[src/rtl/ahb_pkg.sv]
`default_nettype none
// +----------------------------------------------------------------------+
// | Module      : ahb_pkg                                                |
// | Description : Shared AHB-Lite encodings, error-FSM state type and    |
// |               little-endian byte-strobe helper for ahb_sram_if.      |
// | Revision    : 1.0 - initial release                                  |
// +----------------------------------------------------------------------+
package ahb_pkg;

  // Transfer type encodings
  localparam logic [1:0] HTRANS_IDLE   = 2'd0;
  localparam logic [1:0] HTRANS_BUSY   = 2'd1;
  localparam logic [1:0] HTRANS_NONSEQ = 2'd2;
  localparam logic [1:0] HTRANS_SEQ    = 2'd3;

  // Transfer size encodings
  localparam logic [2:0] HSIZE_BYTE = 3'd0;
  localparam logic [2:0] HSIZE_HALF = 3'd1;
  localparam logic [2:0] HSIZE_WORD = 3'd2;

  // Response encodings
  localparam logic HRESP_OKAY  = 1'b0;
  localparam logic HRESP_ERROR = 1'b1;

  // Two-cycle ERROR response sequencer states
  typedef enum logic [1:0] {
    ERR_IDLE = 2'd0,
    ERR_1    = 2'd1,
    ERR_2    = 2'd2
  } err_state_t;

  // Byte lanes touched by a transfer; unsupported sizes touch nothing
  function automatic logic [3:0] byte_strobe(input logic [2:0] size,
                                             input logic [1:0] offset);
    logic [3:0] r_lanes;
    r_lanes = 4'b0000;
    case (size)
      HSIZE_BYTE: r_lanes = 4'b0001 << offset;
      HSIZE_HALF: r_lanes = 4'b0011 << offset;
      HSIZE_WORD: r_lanes = 4'b1111;
      default:    r_lanes = 4'b0000;
    endcase
    return r_lanes;
  endfunction

endpackage
`default_nettype wire

[src/rtl/ahb_sram_wbuf.sv]
`default_nettype none
// +----------------------------------------------------------------------+
// | Module      : ahb_sram_wbuf                                          |
// | Description : Single-entry write buffer holding one deferred SRAM    |
// |               write, with byte-wise forwarding into read data.       |
// | Revision    : 1.0 - initial release                                  |
// +----------------------------------------------------------------------+
module ahb_sram_wbuf
  import ahb_pkg::*;
#(
  parameter int ADDR_BITS = 7,
  parameter int DATA_BITS = 32
) (
  input  logic                 clk,
  input  logic                 rst_n,
  input  logic                 i_load,
  input  logic                 i_drain,
  input  logic [ADDR_BITS-1:0] i_load_addr,
  input  logic [3:0]           i_load_wbe,
  input  logic [DATA_BITS-1:0] i_load_data,
  input  logic [ADDR_BITS-1:0] i_fwd_addr,
  input  logic [DATA_BITS-1:0] i_fwd_data,
  output logic                 o_valid,
  output logic [ADDR_BITS-1:0] o_addr,
  output logic [3:0]           o_wbe,
  output logic [DATA_BITS-1:0] o_data,
  output logic [DATA_BITS-1:0] o_fwd_data
);

  logic                 r_valid;
  logic [ADDR_BITS-1:0] r_addr;
  logic [3:0]           r_wbe;
  logic [DATA_BITS-1:0] r_data;
  logic                 w_hit;

  // Capture a deferred write on load; release it once it has been drained
  always_ff @(posedge clk or negedge rst_n) begin
    if (!rst_n) begin
      r_valid <= 1'b0;
      r_addr  <= '0;
      r_wbe   <= 4'b0000;
      r_data  <= '0;
    end else if (i_load) begin
      r_valid <= 1'b1;
      r_addr  <= i_load_addr;
      r_wbe   <= i_load_wbe;
      r_data  <= i_load_data;
    end else if (i_drain) begin
      r_valid <= 1'b0;
    end
  end

  assign w_hit      = r_valid && (r_addr == i_fwd_addr);
  assign o_valid    = r_valid;
  assign o_addr     = r_addr;
  assign o_wbe      = r_wbe;
  assign o_data     = r_data;

  // Per-lane merge: buffered bytes override stale SRAM bytes on a hit
  for (genvar g = 0; g < 4; g++) begin : g_lane
    assign o_fwd_data[8*g +: 8] = (w_hit && r_wbe[g]) ? r_data[8*g +: 8]
                                                      : i_fwd_data[8*g +: 8];
  end

  // Only one write may ever be parked here
  a_no_overload : assert property (@(posedge clk) disable iff (!rst_n)
                                   !(i_load && r_valid));

endmodule
`default_nettype wire

[src/rtl/ahb_sram_if.sv]
`default_nettype none
// +----------------------------------------------------------------------+
// | Module      : ahb_sram_if                                            |
// | Description : Zero-wait AHB-Lite slave in front of a single-port     |
// |               byte-enabled SRAM; write buffer resolves port clashes, |
// |               illegal transfers get a two-cycle ERROR response.      |
// | Revision    : 1.0 - initial release                                  |
// +----------------------------------------------------------------------+
module ahb_sram_if
  import ahb_pkg::*;
#(
  parameter int ADDR_BITS   = 7,
  parameter int ADDR_AMOUNT = 128,
  parameter int DATA_BITS   = 32
) (
  input  logic                 clk,
  input  logic                 rst_n,
  input  logic                 hsel,
  input  logic [31:0]          haddr,
  input  logic [1:0]           htrans,
  input  logic                 hwrite,
  input  logic [2:0]           hsize,
  input  logic [DATA_BITS-1:0] hwdata,
  input  logic                 hready,
  output logic                 hreadyout,
  output logic                 hresp,
  output logic [DATA_BITS-1:0] hrdata,
  output logic                 sram_en,
  output logic                 sram_we,
  output logic [3:0]           sram_wbe,
  output logic [ADDR_BITS-1:0] sram_addr,
  output logic [DATA_BITS-1:0] sram_din,
  input  logic [DATA_BITS-1:0] sram_dout
);

  localparam logic [31:0] c_ADDR_LIMIT = 32'(ADDR_AMOUNT);

  // Address-phase decode
  logic                 w_active;
  logic                 w_illegal;
  logic [3:0]           w_strobe;
  logic [ADDR_BITS-1:0] w_ap_waddr;
  logic                 w_rd_ap;
  logic                 w_wr_ap;
  logic                 w_err_ap;

  // Data-phase registers
  logic                 r_dp_rd;
  logic                 r_dp_wr;
  logic [ADDR_BITS-1:0] r_dp_addr;
  logic [3:0]           r_dp_wbe;

  // Error sequencer
  err_state_t           r_state;
  err_state_t           w_state_next;

  // Write path control
  logic                 w_direct;
  logic                 w_load;
  logic                 w_drain;
  logic                 w_buf_valid;
  logic [ADDR_BITS-1:0] w_buf_addr;
  logic [3:0]           w_buf_wbe;
  logic [DATA_BITS-1:0] w_buf_data;
  logic [DATA_BITS-1:0] w_fwd_data;

  assign w_active   = hsel && hready &&
                      (htrans != HTRANS_IDLE) && (htrans != HTRANS_BUSY);
  assign w_strobe   = byte_strobe(hsize, haddr[1:0]);
  assign w_ap_waddr = haddr[ADDR_BITS+1:2];

  assign w_illegal  = (hsize > HSIZE_WORD) ||
                      ((hsize == HSIZE_HALF) && haddr[0]) ||
                      ((hsize == HSIZE_WORD) && (haddr[1:0] != 2'b00)) ||
                      ({2'b00, haddr[31:2]} >= c_ADDR_LIMIT);

  assign w_rd_ap  = w_active && !hwrite && !w_illegal;
  assign w_wr_ap  = w_active &&  hwrite && !w_illegal;
  assign w_err_ap = w_active &&  w_illegal;

  // A read address phase owns the SRAM; a pending write either waits in
  // the buffer or goes straight out when the port is free.
  assign w_direct = r_dp_wr && !w_rd_ap;
  assign w_load   = r_dp_wr &&  w_rd_ap;
  assign w_drain  = w_buf_valid && !w_rd_ap;

  // Register the accepted address phase for use in the data phase
  always_ff @(posedge clk or negedge rst_n) begin
    if (!rst_n) begin
      r_dp_rd   <= 1'b0;
      r_dp_wr   <= 1'b0;
      r_dp_addr <= '0;
      r_dp_wbe  <= 4'b0000;
    end else if (hready) begin
      r_dp_rd <= w_rd_ap;
      r_dp_wr <= w_wr_ap;
      if (w_rd_ap || w_wr_ap) begin
        r_dp_addr <= w_ap_waddr;
        r_dp_wbe  <= w_strobe;
      end
    end
  end

  // Error sequencer state register
  always_ff @(posedge clk or negedge rst_n) begin
    if (!rst_n) begin
      r_state <= ERR_IDLE;
    end else begin
      r_state <= w_state_next;
    end
  end

  // Error sequencer next state and bus response
  always_comb begin
    w_state_next = r_state;
    hreadyout    = 1'b1;
    hresp        = HRESP_OKAY;
    case (r_state)
      ERR_IDLE: begin
        if (w_err_ap) w_state_next = ERR_1;
      end
      ERR_1: begin
        hreadyout    = 1'b0;
        hresp        = HRESP_ERROR;
        w_state_next = ERR_2;
      end
      ERR_2: begin
        hresp        = HRESP_ERROR;
        w_state_next = w_err_ap ? ERR_1 : ERR_IDLE;
      end
      default: begin
        w_state_next = ERR_IDLE;
      end
    endcase
  end

  ahb_sram_wbuf #(
    .ADDR_BITS (ADDR_BITS),
    .DATA_BITS (DATA_BITS)
  ) u_wbuf (
    .clk         (clk),
    .rst_n       (rst_n),
    .i_load      (w_load),
    .i_drain     (w_drain),
    .i_load_addr (r_dp_addr),
    .i_load_wbe  (r_dp_wbe),
    .i_load_data (hwdata),
    .i_fwd_addr  (r_dp_addr),
    .i_fwd_data  (sram_dout),
    .o_valid     (w_buf_valid),
    .o_addr      (w_buf_addr),
    .o_wbe       (w_buf_wbe),
    .o_data      (w_buf_data),
    .o_fwd_data  (w_fwd_data)
  );

  // SRAM port mux: read address phase first, then direct write or drain
  always_comb begin
    sram_en   = 1'b0;
    sram_we   = 1'b0;
    sram_wbe  = 4'b0000;
    sram_addr = '0;
    sram_din  = '0;
    if (w_rd_ap) begin
      sram_en   = 1'b1;
      sram_addr = w_ap_waddr;
    end else if (w_direct) begin
      sram_en   = 1'b1;
      sram_we   = 1'b1;
      sram_wbe  = r_dp_wbe;
      sram_addr = r_dp_addr;
      sram_din  = hwdata;
    end else if (w_drain) begin
      sram_en   = 1'b1;
      sram_we   = 1'b1;
      sram_wbe  = w_buf_wbe;
      sram_addr = w_buf_addr;
      sram_din  = w_buf_data;
    end
  end

  assign hrdata = r_dp_rd ? w_fwd_data : '0;

  // A direct write and a drain can never both want the port
  a_one_writer : assert property (@(posedge clk) disable iff (!rst_n)
                                  !(w_direct && w_drain));

  // Only the read address phase may claim the port alongside nothing else
  a_one_user : assert property (@(posedge clk) disable iff (!rst_n)
                                !(w_rd_ap && sram_we));

endmodule
`default_nettype wire

[config.mk]
export PLATFORM = sky130hd
export DESIGN_NAME = ahb_sram_if
export DESIGN_NICKNAME = d
export VERILOG_FILES = /design/src/rtl/ahb_pkg.sv /design/src/rtl/ahb_sram_wbuf.sv /design/src/rtl/ahb_sram_if.sv
export SDC_FILE = /design/constraint.sdc
export NUM_CORES = 1
export LEC_CHECK = 0
export CAP_MARGIN = 15
export CORE_ASPECT_RATIO = 1.25
export CORE_MARGIN = 8
export CORE_UTILIZATION = 40
export CTS_BUF_LIST = sky130_fd_sc_hd__clkbuf_4
export CTS_CLUSTER_SIZE = 14
export DETAILED_ROUTE_END_ITERATION = 10
export PLACE_DENSITY = 0.87
export SYNTH_ARGS = -nofsm -noshare
export SYNTH_HDL_FRONTEND = slang
export SYNTH_SLANG_ARGS = --single-unit
[constraint.sdc]
create_clock -name clk -period 3.4 [get_ports clk]
set_input_delay 0.51 -clock clk [delete_from_list [all_inputs] [get_ports clk]]
set_output_delay 0.51 -clock clk [all_outputs]
set_load 0.02 [all_outputs]
### After elaboration in Yosys (flattened, before gate mapping)

Cells that the tools add are included.

* bits in registers: 59
* input port bits: 106
* output and inout port bits: 79

* $lt $le $gt $ge: 2
* equality and inequality tests: 7
* shift-type cells: 2
* muxes and demuxes: 26
* reduce and logical (&&, ||, !) cells: 32

Operator list (count)
* $mux W32: 4
* $mux W8: 4
* $ge A30 B8 Y1 const B: 1
* $mux W7: 3
* $logic_and A1 B1 Y1: 18
* $mux W4: 3
* $pmux W4 S3: 1
* $mux W1: 9
* $eq A7 B7 Y1: 1
* $pmux W2 S3: 1
* $reduce_bool A2 Y1: 3
* $logic_or A1 B1 Y1: 4
* $shl A1 B2 Y4 const A: 1
* $shl A2 B2 Y4 const A: 1
* $eq A3 B1 Y1 const B: 1
* $eq A3 B2 Y1 const B: 1
* $gt A3 B2 Y1 const B: 1
* $logic_not A1 Y1: 3
* $logic_not A3 Y1: 1
* $eq A2 B1 Y1 const B: 1
* $eq A2 B2 Y1 const B: 1
* $logic_not A2 Y1: 1
* $mux W2: 1
* $ne A2 B1 Y1 const B: 1
* other kinds (3): 3

### Longest topological paths before layout

* depth in word-level cells: 12
* mapped depth: 6

### Modules after synthesis

From an unflattened synthesis, not the netlist that was laid out.

* cell total of the unflattened synthesis: 367
* area total of the unflattened synthesis: 3866.2 um2

Modules (own cells, without submodules)
* ahb_sram_wbuf: instances 1, cells an instance 141, area each 2122.0 um2, sequential area each 1101.1 um2
* ahb_sram_if: instances 1, cells an instance 226, area each 1744.2 um2, sequential area each 375.4 um2

### Least setup slack after synthesis

No wires, ideal clock.

* kind: reg-to-output
* from: register u_wbuf.r_addr[5], in the netlist u_wbuf.o_addr[5]
* to: output port hrdata[0]
* arrival: 2082 ps
* data required time: 2890 ps
* setup slack: 808 ps
* stages on the path, launching flop included: 6
* path through: dfrtp_1 -> xor2_1 -> nor4_1 -> nand3_2 -> mux2i_1 -> nor2_1

* cells in the longest elaborated chain, start to end: 5

RTL lines
* start: declaration: line ahb_sram_wbuf.sv:31 `logic [ADDR_BITS-1:0] r_addr;`
* start signal: assignment: line ahb_sram_wbuf.sv:45 `r_addr <= i_load_addr;`
* $eq A7 B7 Y1: line ahb_sram_wbuf.sv:53 `assign w_hit = r_valid && (r_addr == i_fwd_addr);`
* $logic_and A1 B1 Y1: line ahb_sram_wbuf.sv:53
* $logic_and A1 B1 Y1: line ahb_sram_wbuf.sv:61 `assign o_fwd_data[8*g +: 8] = (w_hit && r_wbe[g]) ? r_data[8*g +: 8]`
* $mux W8: line ahb_sram_wbuf.sv:61
* $mux W32: line ahb_sram_if.sv:182 `assign hrdata = r_dp_rd ? w_fwd_data : '0;`
* end: declaration: line ahb_sram_if.sv:27 `output logic [DATA_BITS-1:0] hrdata,`

No other way between the ends.

### Worst setup path in the final report

* from: register u_wbuf.r_addr[5], in the netlist u_wbuf.o_addr[5]
* to: output port hrdata[25]

Same word-level chain as after synthesis.

==> reports/metrics.csv <==
metric,value,unit
status,completed,
switchingPower,371,µW
final_hold_viol_count,0,
synth_ff_type,dfrtp_1,
crit_fanout,8,
syn_avg_cell_area,9.91,µm²
drive_above_1_share,0.0995,
synth_seq_cells,59,
pre_cts_ws,0.0106,ns
maxCapViolCount,0,
dp_cells,657,
dieHeight,122,µm
post-route-period-util,0.959,
crit_path_top_delay_cell,clkdlybuf4s50_1,
root_buffer,clkbuf_4,
fin_nets,659,
post-synth-top-count-cell,nor2_1,
area_growth_syn_to_layout,61.0,%
whs,0.126,ns
yosysTopAreaCellShare,0.409,
yosysSeqAreaShare,0.409,
min_path_type,in -> async,
setup_ws,0.140,ns
portBuffers,183,
slew-limit-headroom,0.575,
post-route-drc-count,0,
pwr-share-seq,0.467,
leakage,2.87,nW
rsz0062_at_grt,true,
antenna_found_initial,0,
powerDensity,267,mW/mm²
ys_async_sr_fraction,1.00,
synth-edff-count,0,
final_max_slew_viol_count,0,
ant_nets,0,
yosys.area.top_type,dfrtp_1,
synth_cell_type_count,32,
clk_pin_slew,0.11,ns
antenna_cells,0,
start_util,0.412,
synth_nets,475,
drt_iter0_drc,120,
finalSetupViolations,0,
grt_max_degree,47,
numCtsBuffers,9,
crit_required,2.89,ns
start_kind,flip-flop,
p_clk_frac,0.357,
max_freq,0.307,GHz
core_region_area,0.00875,mm²
clkSinkCount,59,
grt_first_pass_wirelength,18400,µm
firstDrtPassIters,4,
cp_slowest_stage_delay,0.62,ns
num_rows,38,
p_sw_frac,0.240,
die_x,101,µm
critical_path_arrival,2.75,ns
yosysWarnings,0,
worstMarginPinSlew,0.637,ns
pwr-share-comb,0.176,
cts.htree.levels,3,
fin_setup_tns,0,ns
synthTopCellsByArea,"dfrtp_1 (41%), mux2_1 (12%), mux2i_1 (8.9%)",
synth_area,0.00361,mm²
wirelength,11800,µm
place_congestion,0.834,
viasPerCell,5.27,
dp_hpwl,9130,µm
max-vdd-ir-drop,248,µV
clock_latency,0.39,ns
hold_buffers,0,
die_area,0.0123,mm²
cts_max_path_buffers,2,
fin_crit,3.26,ns
stdcell_count,673,
io_pins,185,
vias,3549,
grt_overflow,0,
ys_top_cells_by_count,"nor2_1 (73), dfrtp_1 (59), a22oi_1 (42)",
gr-usage-all-layers,0.187,
grt_pass1_vias,3730,
crit_chain,"xor2_1, nor4_1, buf_4, nand3_2, mux2i_1, nor2_1, clkdlybuf4s50_1",
worstSetupPathType,reg -> out,
r2r_cells,4,
intPower,1.18,mW
synth_cells,364,
avgRoutedWirePerCell,17.6,µm
skew,0.0116,ns
cts_tree,done,
endpoint_kind,output pin,
n_fill_cell,713,
-- layer usage --
layer,share of wire,up-vias,wire length [µm],track usage
li1,-,1680,-,-
met2,0.51,135,6060,0.341
met5,0,-,0,0
met1,0.40,1714,4790,0.206
met3,0.062,20,736,0.0445
met4,0.021,0,253,0.0672
-- state kept, by name, summed over array words and instances (netlist names) --
| signal | count |
|---|---|
| u_wbuf.o_data | 32 |
| r_dp_wr | 1 |
| u_wbuf.o_addr | 7 |
| r_state | 2 |
| u_wbuf.o_wbe | 4 |
| r_dp_wbe | 4 |
| r_dp_addr | 7 |
| u_wbuf.o_valid | 1 |
| r_dp_rd | 1 |
-- repair_timing --
action / in CTS / in global routing
resized for setup: 0 / 8
setup buffers: 0 / 0
endpoints found under the setup margin: 0 / 12
-- final cells by class --
type / count / area (µm²) / area share
Multi-Input combinational cell: 274 / 2020 / 0.348
Timing Repair Buffer: 197 / 1970 / 0.340
Sequential cell: 59 / 1480 / 0.254
Tap cell: 120 / 150 / 0.0259
Clock inverter: 6 / 80.1 / 0.0138
Clock buffer: 10 / 75.1 / 0.0129
Inverter: 7 / 26.3 / 0.00452
-- cells in the final DEF, fill, tap and decap left out, types with 2 or more instances in the layout --
cell type	instances
inv_1	7
clkbuf_4	10
nand2b_1	2
xnor2_1	3
nand2_1	10
nor4_1	7
mux2_2	14
mux2_1	40
a21oi_1	4
mux2i_1	32
ha_1	5
buf_12	2
buf_4	12
nor2b_1	2
dfrtp_1	58
clkdlybuf4s50_1	175
xor2_1	4
clkinv_1	2
nand3_1	2
nor2_1	73
o21ai_0	15
or2_2	2
bufinv_16	2
nand3_2	4
dlymetal6s2s_1	7
a22oi_1	42
-- stage by stage --
stage,cell area [µm²],power (mW),utilization
6_report,5810,1.55,0.664
3_5_place_dp,5630,1.01,0.643
3_3_place_gp,5630,0.993,0.643
4_1_cts,5780,1.56,0.661
5_1_grt,5810,1.62,0.664
2_1_floorplan,3610,0.816,-
-- critical path, delay by kind of cell, from the launching register on --
kind | cells | cell delay (ns)
muxes | 1 | 0.20
and+or+nand+nor | 3 | 0.75
buffers and inverters | 2 | 0.83
DFF | 1 | 0.42
xor gates and xnor gates | 1 | 0.18
-- path summary, 6_finish.rpt --
check	from	endpoint	slack (ns)
max in group asynchronous	rst_n	r_dp_wr	2.40
worst min register to register	r_dp_wbe[1]	u_wbuf.o_wbe[1]	0.53
min in group clk	r_dp_wbe[1]	u_wbuf.o_wbe[1]	0.53
worst min-delay path	rst_n	u_wbuf.o_data[29]	0.13
worst max-delay path	u_wbuf.o_addr[5]	hrdata[25]	0.14
worst max register to register	r_dp_wr	u_wbuf.o_data[10]	1.72
-- power by group through the flow --
stage	registers, mW	logic (mW)	clock network, mW
global placement	0.734	0.259	0
CTS	0.722	0.274	0.563
global route	0.724	0.295	0.598
finish	0.723	0.273	0.552
floorplan	0.733	0.0837	0
detailed placement	0.736	0.270	0
-- cells by family (layout without fill, tap and decap cells) --
group | count (synthesis) | in the layout | synth area share
buf+inv | 31 | 220 | 0.0340
mux | 86 | 86 | 0.257
fa+ha+maj | 5 | 5 | 0.0173
xor+xnor | 7 | 7 | 0.0170
compound gates | 63 | 63 | 0.118
flops | 59 | 59 | 0.409
simple gates | 113 | 113 | 0.147
Note: power is estimated with default switching activity, not from simulation.
